$ cat src/rtl/l4_pci_wr_demux4.sv
// ---------------------------------------------------------------------------
// l4_pci_wr_demux4
//
// PCI target write-capture block. It decodes memory-write address phases
// aimed at a 16-byte window and routes each data phase of the burst into one
// of four 32-bit registers. Successive data phases go to successive
// registers, and reg3 wraps to reg0. DEVSEL#/TRDY# are driven with fast
// decode: both assert in the cycle after the address phase.
//
// Parameters:
//   BASE_ADDR  window base. A hit needs ad[31:4] == BASE_ADDR[31:4].
//   RESET_VAL  reset contents of reg0..reg3.
//
// Ports:
//   clk        bus clock. All logic runs on its rising edge.
//   rst_n      synchronous reset, active low. Overrides every other event.
//   frame_n    PCI FRAME#, active low.
//   irdy_n     PCI IRDY#, active low.
//   cbe_n      command in the address phase, byte enables in data phases.
//   ad         PCI AD bus.
//   devsel_n   PCI DEVSEL#, active low, registered.
//   trdy_n     PCI TRDY#, active low, registered.
//   reg0..reg3 captured registers.
//   wr_strobe  one-hot pulse, visible together with the updated register.
//   busy       high whenever the FSM is not idle.
//
// Build option:
//   L4_WR_BYTE_MASK_EN  When defined, each data phase writes only the byte
//                       lanes whose cbe_n bit is 0. When undefined, the full
//                       word is written and data-phase byte enables are
//                       ignored.
// ---------------------------------------------------------------------------
module l4_pci_wr_demux4 #(
  parameter logic [31:0] BASE_ADDR = 32'h0000_1000,
  parameter logic [31:0] RESET_VAL = 32'h0000_0000
) (
  input  logic        clk,
  input  logic        rst_n,
  input  logic        frame_n,
  input  logic        irdy_n,
  input  logic [3:0]  cbe_n,
  input  logic [31:0] ad,
  output logic        devsel_n,
  output logic        trdy_n,
  output logic [31:0] reg0,
  output logic [31:0] reg1,
  output logic [31:0] reg2,
  output logic [31:0] reg3,
  output logic [3:0]  wr_strobe,
  output logic        busy
);

  typedef enum logic [1:0] {
    ST_IDLE = 2'd0,
    ST_DATA = 2'd1,
    ST_SKIP = 2'd2,
    ST_TURN = 2'd3
  } state_t;

  localparam logic [3:0] CMD_MEM_WRITE = 4'b0111;

  state_t      state_q, state_d;
  logic [1:0]  idx_q, idx_d;
  logic        devsel_n_q, devsel_n_d;
  logic        trdy_n_q, trdy_n_d;
  logic [3:0]  wr_strobe_q, wr_strobe_d;
  logic [31:0] regs_q [4];
  logic [31:0] regs_d [4];

  logic        addr_hit;
  logic        cmd_hit;
  logic        xfer;
  logic [31:0] merged_word;

  // Address decode. ad[1:0] plays no part in the match or in the index.
  assign addr_hit = (ad[31:4] == BASE_ADDR[31:4]);
  assign cmd_hit  = (cbe_n == CMD_MEM_WRITE);

  // A data phase completes only when both sides are ready. TRDY# is always
  // low while in DATA, but qualifying on it keeps the handshake explicit.
  assign xfer = (state_q == ST_DATA) && !irdy_n && !trdy_n_q;

  // Build the word written into the targeted register. With byte masking
  // enabled, lanes whose enable is inactive keep their old value.
  always_comb begin
    merged_word = regs_q[idx_q];
`ifdef L4_WR_BYTE_MASK_EN
    for (int k = 0; k < 4; k++) begin
      if (!cbe_n[k]) begin
        merged_word[8*k +: 8] = ad[8*k +: 8];
      end
    end
`else
    merged_word = ad;
`endif
  end

  // Next-state logic. The strobe defaults to 0 so that it pulses for exactly
  // one cycle after each transfer.
  always_comb begin
    state_d     = state_q;
    idx_d       = idx_q;
    devsel_n_d  = devsel_n_q;
    trdy_n_d    = trdy_n_q;
    wr_strobe_d = 4'b0000;
    for (int i = 0; i < 4; i++) begin
      regs_d[i] = regs_q[i];
    end

    unique case (state_q)
      ST_IDLE: begin
        if (!frame_n) begin
          idx_d = ad[3:2];
          if (cmd_hit && addr_hit) begin
            state_d    = ST_DATA;
            devsel_n_d = 1'b0;
            trdy_n_d   = 1'b0;
          end else begin
            state_d = ST_SKIP;
          end
        end
      end

      ST_DATA: begin
        if (xfer) begin
          regs_d[idx_q] = merged_word;
          wr_strobe_d   = 4'b0001 << idx_q;
          idx_d         = idx_q + 2'd1;
          if (frame_n) begin
            state_d    = ST_TURN;
            devsel_n_d = 1'b1;
            trdy_n_d   = 1'b1;
          end
        end else if (frame_n && irdy_n) begin
          // The master dropped FRAME# without completing a phase, so the
          // burst is abandoned and nothing is written.
          state_d    = ST_TURN;
          devsel_n_d = 1'b1;
          trdy_n_d   = 1'b1;
        end
      end

      ST_SKIP: begin
        // Another target's transaction. Stay quiet until the bus is idle.
        if (frame_n && irdy_n) begin
          state_d = ST_IDLE;
        end
      end

      ST_TURN: begin
        // Turnaround cycle. FRAME# seen here belongs to the next transaction
        // and is decoded only once the FSM is back in IDLE.
        state_d    = ST_IDLE;
        devsel_n_d = 1'b1;
        trdy_n_d   = 1'b1;
      end

      default: begin
        state_d    = ST_IDLE;
        devsel_n_d = 1'b1;
        trdy_n_d   = 1'b1;
      end
    endcase
  end

  // State and output registers. Reset takes priority over any bus activity,
  // including a burst in progress.
  always_ff @(posedge clk) begin
    if (!rst_n) begin
      state_q     <= ST_IDLE;
      idx_q       <= 2'd0;
      devsel_n_q  <= 1'b1;
      trdy_n_q    <= 1'b1;
      wr_strobe_q <= 4'b0000;
      for (int i = 0; i < 4; i++) begin
        regs_q[i] <= RESET_VAL;
      end
    end else begin
      state_q     <= state_d;
      idx_q       <= idx_d;
      devsel_n_q  <= devsel_n_d;
      trdy_n_q    <= trdy_n_d;
      wr_strobe_q <= wr_strobe_d;
      for (int i = 0; i < 4; i++) begin
        regs_q[i] <= regs_d[i];
      end
    end
  end

  assign devsel_n  = devsel_n_q;
  assign trdy_n    = trdy_n_q;
  assign wr_strobe = wr_strobe_q;
  assign busy      = (state_q != ST_IDLE);
  assign reg0      = regs_q[0];
  assign reg1      = regs_q[1];
  assign reg2      = regs_q[2];
  assign reg3      = regs_q[3];

endmodule

$ cat config.mk
export PLATFORM = sky130hd
export DESIGN_NAME = l4_pci_wr_demux4
export DESIGN_NICKNAME = d
export VERILOG_FILES = /design/src/rtl/l4_pci_wr_demux4.sv
export SDC_FILE = /design/constraint.sdc
export NUM_CORES = 1
export LEC_CHECK = 0
export CAP_MARGIN = 30
export CORE_MARGIN = 2
export CORE_UTILIZATION = 49
export CTS_CLUSTER_DIAMETER = 50
export CTS_CLUSTER_SIZE = 12
export DETAILED_ROUTE_END_ITERATION = 12
export GPL_ROUTABILITY_DRIVEN = 0
export PLACE_DENSITY = 0.85
export SETUP_SLACK_MARGIN = 0.2
export SLEW_MARGIN = 10
export SYNTH_ARGS = -nofsm -noshare
export SYNTH_HDL_FRONTEND = slang
export SYNTH_SLANG_ARGS = --single-unit
$ cat constraint.sdc
create_clock -name clk -period 4 [get_ports clk]
set_clock_uncertainty 0.1 [all_clocks]
set_input_delay 0.8 -clock clk [delete_from_list [all_inputs] [get_ports clk]]
set_output_delay 0.8 -clock clk [all_outputs]
set_load 0.01 [all_outputs]
## After elaboration in Yosys (flattened, before gate mapping)

Memories as Yosys holds them, arrays and structs flattened.
Index checks and enable logic that the tools add are counted.

- Bits in registers: 9
- Memory bits (writable): 128
- Input bits: 40
- Output and inout port bits: 135
- Memories kept: 1

Memory list:

| name | depth | width | read ports | clocked after memory_dff | wr ports | line | source |
|---|---|---|---|---|---|---|---|
| regs_q | 4 | 32 | 4 | 0 | 4 | 67 | `logic [31:0] regs_q [4];` |

- Add/subtract/negate cells: 1
- $lt $le $gt $ge: 2
- Eq/ne operators: 11
- Shifts and indexed selects: 1
- Muxes and demuxes: 27
- Bitwise operators: 5
- Reductions and logical operators: 15

Operators with widths:

| kind | number |
|---|---|
| $mux 128 | 2 |
| $mux 32 | 5 |
| $bwmux 128 | 1 |
| $demux 32 s2 | 1 |
| $eq 28x9->1 const B | 1 |
| $mux 2 | 8 |
| $ne 2x2->1 const B | 4 |
| $pmux 2 s4 | 1 |
| $mux 1 | 7 |
| $reduce_and 3->1 | 2 |
| $logic_and 1x1->1 | 5 |
| $reduce_and 5->1 | 1 |
| $eq 2x2->1 const B | 2 |
| $eq 4x3->1 const B | 1 |
| $or 1x1->1 | 4 |
| $pmux 2 s2 | 1 |
| $reduce_and 4->1 | 1 |
| $reduce_bool 2->1 | 2 |
| $shl 1x2->4 const A | 1 |
| $ge 3x3->1 const B | 1 |
| $lt 3x1->1 const B | 1 |
| $ne 3x2->1 const B | 1 |
| $ne 3x3->1 const B | 1 |
| $not 2->3 | 1 |
| 6 further kinds | 7 |

## Depth between registers and ports, before layout

Gate-level depths: netlist of run 1.

- Depth after elaboration: 9
- Mapped depth: 8

## Worst setup path before layout of run 1

OpenSTA, ideal clock, no wires.

- Path kind: input to register
- From: input port irdy_n
- To: memory regs_q[1][10]
- Arrival: 1.733 ns
- Data required time: 3.829 ns
- Slack: 2.096 ns
- Stages: 7
- Path buffers: 3
- Cell sequence: nor4b_4 -> buf_6 -> and2_4 -> buf_12 -> buf_12 -> nand2_2 -> a21oi_2

RTL lines:

| item | line | source |
|---|---|---|
| start: declaration | 40 | `input logic irdy_n,` |
| end: declaration | 67 |  |

==> key figures, run 1 <==
Run status
  • Status: finished, final reports clean

Global routing
  • Gr ovfl total: 0
  • Tot GR Track Use: 0.2696
  • Pin count of the biggest net entering global routing: 68
  • First-pass GRT wire length: 24,070 µm
  • Vias in the first global route: 4,782
  • Initial antenna violation count: 0

Layout
  • Layout cells sized above 1: 0.1345
  • Final core utilization: 0.7272
  • Final #Nets: 819
  • Register area: 2743 µm²
  • Non-Filler Instances: 924
  • Multi-input logic area: 2166 µm²
  • Antenna diodes: 0
  • Layout overhead on the synthesized area: 44.09%
  • Fill cell count: 721

Floorplan
  • Ports: 175
  • Core ar.: 10,320 µm²
  • Die height: 107.1 µm
  • Die Footprint: 11,470 µm²
  • Starting Density: 0.5047
  • Row Count: 37
  • Die W: 107.1 µm

Placed design
  • Setup Slack @ Placement: 0.9390 ns
  • Post-Place Cells: 892
  • HPWL Detailed: 10,550 µm
  • # port buffers: 174

Power
  • VDD IR-drop max: 0.3165 mV
  • Leak: 2.436 nW
  • Pwr dens: 414.9 nW/µm²

Setup path
  • Crit start category: primary input
  • Critical path data arrival time: 2.87 ns
  • Peak fanout along the critical path: 19
  • CP Capture Type: register
  • Crit Path Class: in2reg
  • R2R cell count: 5
  • Worst path required time: 4.27 ns

Synthesis
  • Synthesized instance count: 622
  • Ys flop type: dfxtp_1
  • Yosys reg bits: 137
  • Post-synth design cell area: 5210 µm²
  • Syn Area/Cell: 8.376 µm²
  • Ys Warns: 0
  • Synth cell types: 35
  • Syn_nets: 666
  • Ys async rst share: 0
  • Sequential-to-total area share from yosys stat: 0.5264
  • Post-synth EDFFs: 0

STA
  • Tcrit/Tclk final: 0.6502
  • Setup TNS: 0 ns
  • Hold slack final: 0.3553 ns
  • Slew @ Worst Pin: 0.7685 ns
  • Fmax: 0.3845 GHz
  • Final Hold Fails: 0
  • Slew Viols, Final: 0
  • RSZ-0062 raised after global routing: no
  • Slew headroom: 0.4877
  • Final-report setup violation count: 0
  • Final Critical Period: 2.601 ns
  • Post-route setup slack: 1.399 ns

CTS
  • Reg clk slew, reported paths: 0.06 ns
  • CTS sink cnt: 137
  • CTS tree: built
  • Worst skew pair latency: 0.50 ns
  • CTS root buffer: clkbuf_8
  • CTS buffer count: 17
  • Post-CTS setup buffer count: 0
  • Post-CTS resize count: 0
  • Clk buf depth: 2
  • H-Tree Depth: 4
  • Cts hold-fix bufs: 0

Flow run
  • Max Cap Viol: 0

Routing
  • Routed wire length: 15,560 µm
  • First drt pass iteration count: 5
  • Initial DRC Count: 266
  • WL/cell: 16.84 µm
  • DRT antenna net count: 0
  • DRC errors left: 0
  • Routed vias/inst: 5.314
  • Via Count: 4,910

Worst hold path
  • Hold path depth: 2
  • Hold crit path type: reg2reg
cells in the mapped netlist (2+ instances only):
cell,n,share of area
nand2_1,232,0.17
dfxtp_1,137,0.53
a21oi_1,101,0.097
a21oi_2,30,0.050
nand2_2,30,0.036
clkbuf_1,26,0.019
buf_4,10,0.014
nor3_1,8,0.0077
nor4_1,6,0.0072
buf_12,4,0.015
ha_1,4,0.0096
and2_2,3,0.0043
buf_2,3,0.0029
a31oi_1,2,0.0024
buf_6,2,0.0043
inv_1,2,0.0014
nand4_1,2,0.0024
nor4b_1,2,0.0034
o21a_1,2,0.0029
registers in the layout (all words and copies together), names as in the netlist:
name and cells:
regs_q 128, wr_strobe 4, idx_q 2, state_q 2
trdy_n 1
layout by cell type (no fill, tap or decap), types with 2 or more instances in the layout:
cell type	count
nand2_1	232
clkdlybuf4s50_1	174
dfxtp_1	137
a21oi_1	101
nand2_2	30
a21oi_2	30
clkbuf_16	16
nor3_1	8
nor4_1	6
ha_1	4
bufinv_16	4
clkinv_4	4
buf_4	4
and2_2	3
inv_6	3
inv_1	2
nor4b_1	2
nand4_1	2
o21a_1	2
a31oi_1	2
clkbuf_8	2
clkinv_2	2
kinds of logic (layout without fill, tap and decap cells):
group	after synthesis	count (layout)	synth area share
AND/OR/NAND/NOR	294	294	0.2469
AO/OA/AOI/OAI	138	138	0.1573
flip-flops	137	137	0.5264
buffers and inverters	48	214	0.05788
adder cells (fa/ha/maj)	4	4	0.009607
multiplexers	1	1	0.001921
stage by stage:
stage / instance area (µm²) / total power (W)
after floorplan: 5210 / 0.001436
after global placement: 6884 / 0.001511
after detailed placement: 6884 / 0.001513
after CTS: 7507 / 0.003128
after global routing: 7507 / 0.003205
final: 7507 / 0.003114
final timing paths:
kind | startpoint | endpoint | slack [ns]
worst max-delay path | irdy_n | regs_q[3][19] | 1.40
worst min-delay path | regs_q[2][28] | regs_q[2][28] | 0.36
worst max register to register | state_q[0] | regs_q[3][19] | 1.74
worst min register to register | regs_q[2][28] | regs_q[2][28] | 0.36
worst max-delay path: stages:
cell and delay, ns:
clkdlybuf4s50_1 0.49, nor4b_4 0.57, nand2_1 0.46, buf_4 0.35, nand2_1 0.10, a21oi_1 0.09
layer usage:
| metal | track usage | vias up | wire, µm |
|---|---|---|---|
| met5 | 0 | - | 0 |
| met4 | 0.1020 | 0 | 360 |
| met3 | 0.07964 | 31 | 1222 |
| met2 | 0.4489 | 207 | 7614 |
| met1 | 0.3286 | 2337 | 6367 |
| li1 | - | 2335 | - |
final cells by class:
cell class,instances,area share
Clock inverter,13,0.02550
Multi-Input combinational cell,437,0.2885
Inverter,3,0.001833
Tap cell,136,0.02267
Sequential cell,137,0.3653
Timing Repair Buffer,179,0.2387
Clock buffer,19,0.05750
power by group:
| part | internal, W | switching (W) |
|---|---|---|
| combinational | 0.0000473 | 0.0000674 |
| clock | 0.00104 | 0.000592 |
| sequential | 0.00137 | 0.00000372 |
| total | 0.00245 | 0.000663 |
Note: power is estimated with default switching activity, not from simulation.
==> run 2, diff against run 1 <==
--- a/config.mk
+++ b/config.mk
@@ -7,12 +7,12 @@
 export LEC_CHECK = 0
 export CAP_MARGIN = 30
 export CORE_MARGIN = 2
-export CORE_UTILIZATION = 49
+export CORE_UTILIZATION = 45
 export CTS_CLUSTER_DIAMETER = 50
 export CTS_CLUSTER_SIZE = 12
 export DETAILED_ROUTE_END_ITERATION = 12
 export GPL_ROUTABILITY_DRIVEN = 0
-export PLACE_DENSITY = 0.85
+export PLACE_DENSITY = 0.79
 export SETUP_SLACK_MARGIN = 0.2
 export SLEW_MARGIN = 10
 export SYNTH_ARGS = -nofsm -noshare
==> constraint.sdc (replaced) <==
create_clock -name clk -period 2.5 [get_ports clk]
set_clock_uncertainty 0.1 [all_clocks]
set_input_delay 0.5 -clock clk [delete_from_list [all_inputs] [get_ports clk]]
set_output_delay 0.5 -clock clk [all_outputs]
set_load 0.01 [all_outputs]
==> key figures, run 2 (synthesis results as in run 1) <==
Setup path
  • Crit Path Class: reg2out
  • Crit start category: register
  • Critical path data arrival time: 1.62 ns
  • CP Capture Type: primary output
  • Peak fanout along the critical path: 9
  • Worst path required time: 1.90 ns

CTS
  • CTS buffer count: 17
  • Reg clk slew, reported paths: 0.06 ns
  • CTS tree: built
  • Cts hold-fix bufs: 0
  • Post-CTS resize count: 0
  • Clk buf depth: 2
  • CTS root buffer: clkbuf_16
  • Worst skew pair latency: 0.41 ns
  • CTS sink cnt: 137
  • H-Tree Depth: 4
  • Post-CTS setup buffer count: 0

Routing
  • DRT antenna net count: 0
  • WL/cell: 16.47 µm
  • Initial DRC Count: 325
  • Routed vias/inst: 5.185
  • DRC errors left: 0
  • Routed wire length: 15,830 µm
  • Via Count: 4,983
  • First drt pass iteration count: 5

Placed design
  • Setup Slack @ Placement: 0.01827 ns
  • # port buffers: 174
  • Placed Area: 7181 µm²
  • HPWL Detailed: 11,260 µm

Floorplan
  • Row Count: 39
  • Die W: 111.6 µm
  • Core ar.: 11,370 µm²
  • Die height: 111.6 µm
  • Starting Density: 0.4582
  • Die Footprint: 12,450 µm²
  • Ports: 175

Layout
  • Most common cell after layout, fill and taps aside: nand2_1
  • Antenna diodes: 0
  • Most frequent cells in the layout: nand2_1 (232), clkdlybuf4s50_1 (174), dfxtp_1 (137)
  • Largest Register: regs_q
  • Max reg flops: 128
  • Layout overhead on the synthesized area: 49.59%
  • Register area: 2743 µm²
  • Multi-input logic area: 2166 µm²
  • Post-Layout Inst Area: 7794 µm²
  • Fill cell count: 877
  • Final #Nets: 849
  • Layout cells sized above 1: 0.1675

STA
  • Final-report setup violation count: 0
  • Post-route setup slack: 0.2795 ns
  • Final Hold Fails: 0
  • Fmax: 0.4504 GHz
  • Slew Viols, Final: 0
  • Setup TNS: 0 ns
  • Final Critical Period: 2.220 ns
  • Slew @ Worst Pin: 0.6106 ns
  • Slew headroom: 0.5892
  • Tcrit/Tclk final: 0.8882
  • RSZ-0062 raised after global routing: no

Flow run
  • Max Cap Viol: 0

Global routing
  • Tot GR Track Use: 0.2528
  • First-pass GRT wire length: 25,170 µm
  • Gr ovfl total: 0
  • Vias in the first global route: 5,000
  • Initial antenna violation count: 0
  • Pin count of the biggest net entering global routing: 50

Run status
  • Status: finished, final reports clean

Worst hold path
  • Hold crit path type: reg2reg

Power
  • Leak: 2.570 nW
  • Pwr dens: 637.0 nW/µm²
  • PnR Total Power: 0.004964 W
  • VDD IR-drop max: 0.4297 mV
[run 2: final timing paths]
kind                    to  slack, ns  cells after the start          start
min          regs_q[0][31]       0.35                      2  regs_q[0][31]
max                   busy       0.28                      2     state_q[1]
max reg2reg   regs_q[0][8]       0.68                      5     state_q[0]
min reg2reg  regs_q[0][31]       0.35                      2  regs_q[0][31]
[run 2: power breakdown]
part           leakage [nW]  switching [W]  total (W)  internal (W)
registers              1.10     0.00000585    0.00219       0.00219
logic                  1.19       0.000112   0.000205     0.0000932
clock network         0.277       0.000970    0.00257       0.00160
[run 2: through the flow]
stage / hold slack (ns) / utilization / std cells
final: 0.3537 / 0.6855 / 961
after global routing: 0.3738 / 0.6855 / 961
after CTS: 0.3573 / 0.6855 / 961
after detailed placement: 0.3485 / 0.6316 / 929
after global placement: 0.3418 / 0.6316 / 929
after floorplan: 0.3805 / - / 622
[run 2: worst max-delay path, cell delays in order, from the launching register on]
cell and delay (ns):
dfxtp_1 0.50, or2_2 0.17, clkdlybuf4s50_1 0.54
[run 2: cell type report]
cell class,instances,share of cell area
repair buffers,209,0.2668
clock inverters,14,0.02232
well taps,143,0.02296
inverters,3,0.001766
multi-input cells,437,0.2779
clock buffers,18,0.05635
flip-flops and latches,137,0.3519
[run 2: per-layer routing]
metal,share of wire,vias to the layer above,track usage
met1,0.42,2350,0.3181
met3,0.064,37,0.05825
met2,0.49,200,0.4228
met5,0,-,0
li1,-,2396,-
met4,0.024,0,0.09959
